### src/rtl/cordic_req_scheduler.sv
// Round-robin scheduler sharing one CORDIC sin/cos core between N_REQ requesters.
// Optional one-entry result cache: define CORDIC_REQ_SCHED_CACHE_EN.
module cordic_req_scheduler #(
    parameter int N_REQ   = 4,
    parameter int ID_W    = 2,
    parameter int TIMEOUT = 64
) (
    input  logic                  clk,
    input  logic                  reset,
    input  logic [N_REQ-1:0]      req_valid,
    input  logic [16*N_REQ-1:0]   req_angle,
    output logic [N_REQ-1:0]      req_ready,
    output logic                  rsp_valid,
    input  logic                  rsp_ready,
    output logic [ID_W-1:0]       rsp_id,
    output logic [15:0]           rsp_sine,
    output logic [15:0]           rsp_cosine,
    output logic                  rsp_err,
    output logic                  err_timeout,
    output logic                  core_start,
    output logic [15:0]           core_angle,
    input  logic [15:0]           core_sine,
    input  logic [15:0]           core_cosine,
    input  logic                  core_done,
    output logic [2:0]            state_dbg
);

    // Handshakes: a request is held on req_valid until a one-cycle req_ready
    // pulse accepts it; a response is held on rsp_valid with stable rsp_* until
    // the cycle rsp_ready is seen high, after which rsp_valid drops.

    typedef enum logic [2:0] {
        IDLE      = 3'd0,
        ISSUE     = 3'd1,
        WAIT_CLR  = 3'd2,
        WAIT_DONE = 3'd3,
        CAPTURE   = 3'd4,
        RESP      = 3'd5
    } state_t;

    localparam int WD_W = $clog2(TIMEOUT + 1);
    localparam logic [WD_W-1:0] WD_LAST = WD_W'(TIMEOUT - 1);

    state_t           state;
    logic [ID_W-1:0]  rr_ptr;
    logic [WD_W-1:0]  wdog;

    logic             grant_found;
    logic [ID_W-1:0]  grant_id;
    logic [15:0]      grant_angle;

    assign state_dbg = state;

    // Two passes: requesters above the pointer first, then wrap to 0..pointer.
    always_comb begin
        grant_found = 1'b0;
        grant_id    = '0;
        grant_angle = '0;
        for (int i = 0; i < N_REQ; i++) begin
            if (!grant_found && req_valid[i] && (i > int'(rr_ptr))) begin
                grant_found = 1'b1;
                grant_id    = ID_W'(i);
                grant_angle = req_angle[16*i +: 16];
            end
        end
        for (int i = 0; i < N_REQ; i++) begin
            if (!grant_found && req_valid[i] && (i <= int'(rr_ptr))) begin
                grant_found = 1'b1;
                grant_id    = ID_W'(i);
                grant_angle = req_angle[16*i +: 16];
            end
        end
    end

`ifdef CORDIC_REQ_SCHED_CACHE_EN
    logic        cache_valid;
    logic [15:0] cache_angle;
    logic [15:0] cache_sine;
    logic [15:0] cache_cosine;
    logic        cache_hit;

    assign cache_hit = cache_valid && (cache_angle == grant_angle);

    // Only successful core results are captured; errors never reach CAPTURE.
    always_ff @(posedge clk or posedge reset) begin
        if (reset) begin
            cache_valid  <= 1'b0;
            cache_angle  <= '0;
            cache_sine   <= '0;
            cache_cosine <= '0;
        end else if (state == CAPTURE) begin
            cache_valid  <= 1'b1;
            cache_angle  <= core_angle;
            cache_sine   <= core_sine;
            cache_cosine <= core_cosine;
        end
    end
`endif

    always_ff @(posedge clk or posedge reset) begin
        if (reset) begin
            state       <= IDLE;
            rr_ptr      <= ID_W'(N_REQ - 1);
            wdog        <= '0;
            req_ready   <= '0;
            rsp_valid   <= 1'b0;
            rsp_id      <= '0;
            rsp_sine    <= '0;
            rsp_cosine  <= '0;
            rsp_err     <= 1'b0;
            err_timeout <= 1'b0;
            core_start  <= 1'b0;
            core_angle  <= '0;
        end else begin
            req_ready  <= '0;
            core_start <= 1'b0;
            case (state)
                IDLE: begin
                    if (grant_found) begin
                        req_ready <= N_REQ'(1) << grant_id;
                        rr_ptr    <= grant_id;
                        rsp_id    <= grant_id;
                        if (grant_angle > 16'd359) begin
                            rsp_err    <= 1'b1;
                            rsp_sine   <= '0;
                            rsp_cosine <= '0;
                            state      <= RESP;
                        end
`ifdef CORDIC_REQ_SCHED_CACHE_EN
                        else if (cache_hit) begin
                            rsp_err    <= 1'b0;
                            rsp_sine   <= cache_sine;
                            rsp_cosine <= cache_cosine;
                            state      <= RESP;
                        end
`endif
                        else begin
                            core_angle <= grant_angle;
                            state      <= ISSUE;
                        end
                    end
                end
                ISSUE: begin
                    core_start <= 1'b1;
                    wdog       <= '0;
                    state      <= WAIT_CLR;
                end
                WAIT_CLR: begin
                    if (wdog == WD_LAST) begin
                        rsp_err     <= 1'b1;
                        rsp_sine    <= '0;
                        rsp_cosine  <= '0;
                        err_timeout <= 1'b1;
                        state       <= RESP;
                    end else begin
                        wdog <= wdog + 1'b1;
                        if (!core_done) state <= WAIT_DONE;
                    end
                end
                WAIT_DONE: begin
                    if (core_done) begin
                        state <= CAPTURE;
                    end else if (wdog == WD_LAST) begin
                        rsp_err     <= 1'b1;
                        rsp_sine    <= '0;
                        rsp_cosine  <= '0;
                        err_timeout <= 1'b1;
                        state       <= RESP;
                    end else begin
                        wdog <= wdog + 1'b1;
                    end
                end
                CAPTURE: begin
                    rsp_sine   <= core_sine;
                    rsp_cosine <= core_cosine;
                    rsp_err    <= 1'b0;
                    state      <= RESP;
                end
                RESP: begin
                    // First RESP cycle raises rsp_valid; no grant until the handshake retires it.
                    if (!rsp_valid) begin
                        rsp_valid <= 1'b1;
                    end else if (rsp_ready) begin
                        rsp_valid <= 1'b0;
                        rsp_err   <= 1'b0;
                        state     <= IDLE;
                    end
                end
                default: state <= IDLE;
            endcase
        end
    end

endmodule
### config.mk
export PLATFORM = sky130hd
export DESIGN_NAME = cordic_req_scheduler
export DESIGN_NICKNAME = d
export VERILOG_FILES = /design/src/rtl/cordic_req_scheduler.sv
export SDC_FILE = /design/constraint.sdc
export NUM_CORES = 1
export LEC_CHECK = 0
export ABC_AREA = 1
export CORE_ASPECT_RATIO = 0.6
export CORE_UTILIZATION = 40
export CTS_CLUSTER_SIZE = 14
export DETAILED_ROUTE_END_ITERATION = 10
export GPL_TIMING_DRIVEN = 1
export PLACE_DENSITY = 0.8
export SYNTH_ARGS = -nofsm -noshare
export SYNTH_HDL_FRONTEND = slang
export SYNTH_SLANG_ARGS = --single-unit
### constraint.sdc
create_clock -name clk -period 2.9 [get_ports clk]
set_input_delay 0.725 -clock clk [delete_from_list [all_inputs] [get_ports clk]]
set_output_delay 0.725 -clock clk [all_outputs]
set_load 0.01 [all_outputs]
==> flow_results.org <==
** Timing
- Setup slack closes at 184.1 ps.
- Final hold violation count :: 0
- Setup violations remaining at the end of the flow were counted as 0.
- At the pin with the least slew margin, the transition time is 741.2 ps.
- Clock period minus worst slack :: 2716 ps
- Across all hold checks on the routed design, the worst slack comes to 468.8 ps.
- Period utilisation layout :: 0.9365
- Worst relative slew slack :: 0.5040
- For the final database, setup skew stands at 9.255 ps.
- Final count of pins violating max slew :: 0
- Peak Freq :: 368.2 MHz
- RSZ-0062 raised after global routing :: false

** Place
- Timing analysis after detailed placement gives a worst setup slack of -328.2 ps.
- Input and output buffers added on the ports amount to 164.
- Half-perimeter wire length of the detailed placement result :: 10100 µm
- Placed standard-cell area :: 0.006165 mm²
- Total placed cells including tap cells :: 915
- Gpl congestion :: 0.9315

** Critical path
- For the worst flop-to-flop path, the logic depth is 16.
- CP cell instances :: clkdlybuf4s50_1 > inv_1 > nand4_4 > nor2_4 > buf_4 > nand3_1 > nand3_1 > nor2_1 > nor2_1 > nand2_1 > nand2_1 > nand2_4 > nand3_4 > nand2_8 > nand2_1 > nand2_1
- In this run the register-to-register setup slack is 290 ps.
- Cell at the slowest stage of the critical path :: clkdlybuf4s50_1
- CP endpoint kind :: register
- In this run the worst path has a maximum fanout of 16.
- Critical path required time :: 3110 ps
- The worst register-to-register path ends at rsp_cosine[8]$_DFFE_PP0P_.
- Setup crit start kind :: primary input
- The critical path is of the primary input to register type.
- Crit path from :: req_valid[0]
- In this design, the critical path's most frequently occurring cell is nand2_1.
- For this run, the slowest stage of the critical path takes 430 ps.
- STA puts the critical path data arrival time at 2930 ps.
- The worst register-to-register path begins at rr_ptr[1]$_DFFE_PP1P_.

** Detailed routing
- Dividing the detail-routed wire length by the instance count gives 14.09 µm.
- Dividing the detail-routed via count by the number of cells gives 4.971.
- In the routed design, unresolved DRC markers number 0.
- DRT iter0 DRCs :: 340
- Routed wire length :: 13200 µm
- The first detailed-routing pass took 5 iterations.
- The count of nets left with antenna violations once routing finished came out at 0.
- Total via count after detailed routing :: 4658

** Yosys
- Number of cells produced by synthesis :: 588
- Synthesized flop and latch total :: 70
- Proportion of synthesized area in mux cells :: 0
- Post-synthesis compound-gate area fraction :: 0.05610
- Asr flop ratio synth :: 1.000
- Dominant combinational cell family by area after synthesis :: simple AND/OR/NAND/NOR gates
- Dividing the synthesized area by the synthesized cell count gives 6.979 µm².
- The synthesized netlist contains 37 unique library cells.
- Xor-xnor portion of the synthesized cell area :: 0
- During synthesis, Yosys emitted a total of 0 warnings.
- Number of enable-type register cells in the synthesized netlist :: 0
- When the netlist entered floorplanning its net count stood at 693.
- Most frequently used flop master after synthesis :: dfrtp_1
- The mapped netlist covers 0.004104 mm².
- Register area share after synthesis :: 0.4274
- Fraction of the mapped netlist area in simple logic gates :: 0.4177
- Of the total synthesized cell area, the portion taken by full adders, half adders and majority gates is 0.003049.

** Floorplanning
- Effective utilization at floorplan :: 0.4139
- In this run the vertical extent of the chip is 80.46 µm.
- The floorplan step defined a die boundary enclosing 0.01068 mm².
- Site row count :: 28
- 165 I/O pins were placed.
- Std-Cell Core Area :: 0.009915 mm²
- In this run the horizontal extent of the chip is 132.8 µm.

** Cells and area
- Synthesis-to-layout area growth :: 60.40%
- The number of antenna diodes in the final layout is 0.
- Most common cell after layout, fill and taps aside :: nand2_1
- Total Nets Final :: 902
- Layout Cells excl Fill :: 937
- Post-layout instance area :: 0.006583 mm²
- In the final layout, the share of cells above drive strength 1 is 0.1222.
- Count of filler cells inserted in the layout :: 815
- Leaving out fill and tap cells, the most frequent cells in the layout are 240 x nand2_1, 161 x clkdlybuf4s50_1, 68 x inv_1, 68 x dfrtp_1, 66 x nor2_1.

** Hold path
- Worst min-delay path class :: register to register
- Hold Path Cell Cnt :: 2
- In this run the most critical hold path is launched from core_angle[14]$_DFFE_PP0P_.
- End of the worst hold path :: core_angle[14]$_DFFE_PP0P_

** Pwr
- Cell-internal power :: 3.350 mW
- Switching part of the total power :: 0.3960
- The share of total power dissipated in the clock network is 0.189.
- VDD IR-drop max :: 0.4479 mV
- Summed over all cells, the static leakage comes to 3.369 nW.
- Sum of internal, switching and leakage power :: 5.546 mW
- Sequential fraction of design power :: 0.292
- In this run the power density over the cells is 842.6 mW/mm².
- For this design the total switching power over the nets is 2.197 mW.
- Of the total power, combinational logic draws 0.520.

** GRT
- Global-route wire length before repair :: 20560 µm
- Via count of the first global-routing pass :: 4235
- For this run, the total global-route usage over all layers was measured as 0.2453.
- Number of antenna violations at the first check in global routing :: 0
- Largest net degree at the start of global routing :: 35
- Congestion Overflow GR :: 0

** Clocking
- The tree is rooted in a clkbuf_16.
- Quantity of hold-fixing buffers added after cts :: 0
- Clock-pin slew was measured on the worst setup and hold paths at 50 ps.
- Clk_lat worst skew :: 330 ps
- The H-tree was split into 3 levels.
- Number of sinks on the clock net :: 70
- CTS Buf Count :: 9
- CTS tree :: done
- Clock Tree Buf Depth :: 2

** Status
- Result of the run :: completed

** Run
- Max-cap violations in this run came to 0.
power by group through the flow:
| stage | sequential [mW] | clock, mW | combinational [mW] |
|---|---|---|---|
| after floorplan | 1.73 | 0 | 1.31 |
| after global placement | 1.60 | 0 | 2.67 |
| after detailed placement | 1.62 | 0 | 2.74 |
| after CTS | 1.61 | 1.06 | 2.77 |
| after global routing | 1.66 | 1.11 | 3.16 |
| final | 1.62 | 1.05 | 2.88 |
worst max path at each step:
stage	cells after the start	end	slack, ps
floorplan	14	core_angle[0]$_DFFE_PP0P_	370
detailed placement	14	rsp_sine[5]$_DFFE_PP0P_	-330
CTS	13	core_angle[1]$_DFFE_PP0P_	40
finish	16	rsp_cosine[8]$_DFFE_PP0P_	180
global placement	17	rsp_sine[0]$_DFFE_PP0P_	-230
global route	17	rsp_err$_DFFE_PP0P_	50
critical path: cells and delay by family:
| family | cells | cell delay [ps] |
|---|---|---|
| buffers and inverters | 3 | 700 |
| AND/OR/NAND/NOR | 13 | 1480 |
metal layers:
| metal | vias up | global-route usage | part of all wire |
|---|---|---|---|
| li1 | 2261 | - | - |
| met1 | 2170 | 0.3373 | 0.46 |
| met2 | 210 | 0.3858 | 0.44 |
| met3 | 17 | 0.06755 | 0.087 |
| met4 | 0 | 0.05057 | 0.010 |
| met5 | - | 0 | 0 |
sequential cells by signal, indices dropped and copies added (netlist names):
signal / flops
wdog: 7
rsp_cosine: 16
core_angle: 16
state_dbg: 3
rsp_sine: 16
rsp_id: 2
core_start: 1
req_ready: 4
err_timeout: 1
rsp_err: 1
rr_ptr: 2
rsp_valid: 1
cells by family after synthesis:
group,count (synthesis)
simple gates,390
buf+inv,90
flops,70
compound gates,37
fa+ha+maj,1
final cells by class:
type	count	area (µm²)	share of cell area
multi-input combinational	432	2056	0.3123
clock inverter	4	28.78	0.004372
timing repair buffer	212	2038	0.3096
clock buffer	12	266.5	0.04049
tap	135	168.9	0.02566
sequential	70	1754	0.2665
inverter	72	270.3	0.04106
cell usage after synthesis, types with 3 or more instances:
master / count / area share
buf_2: 5 / 0.0061
nand2_1: 241 / 0.22
dfrtp_1: 68 / 0.41
nor2_2: 4 / 0.0061
buf_6: 6 / 0.016
nand3_1: 36 / 0.044
nand4_4: 3 / 0.016
a211oi_1: 3 / 0.0055
inv_2: 3 / 0.0027
o211ai_1: 4 / 0.0073
nand4_1: 18 / 0.027
inv_1: 69 / 0.063
clkbuf_1: 6 / 0.0055
a21oi_1: 9 / 0.011
nor3_1: 5 / 0.0061
o21ai_0: 9 / 0.011
nand2_2: 3 / 0.0046
o21ai_1: 3 / 0.0037
nor2_1: 68 / 0.062
per-stage QoR:
stage	TNS [ps]	util
finish	0	0.6639
CTS	0	0.6524
global placement	-9331	0.6218
detailed placement	-14150	0.6218
floorplan	0	-
global route	0	0.6639
what timing repair did:
item | in CTS | in global routing
cloned | 0 | 4
gates resized for setup | 1 | 13
endpoints found under the setup margin | 7 | 49
pin swaps | 0 | 7
setup buffers | 0 | 2
No activity file was read; power rests on OpenSTA's default activity.
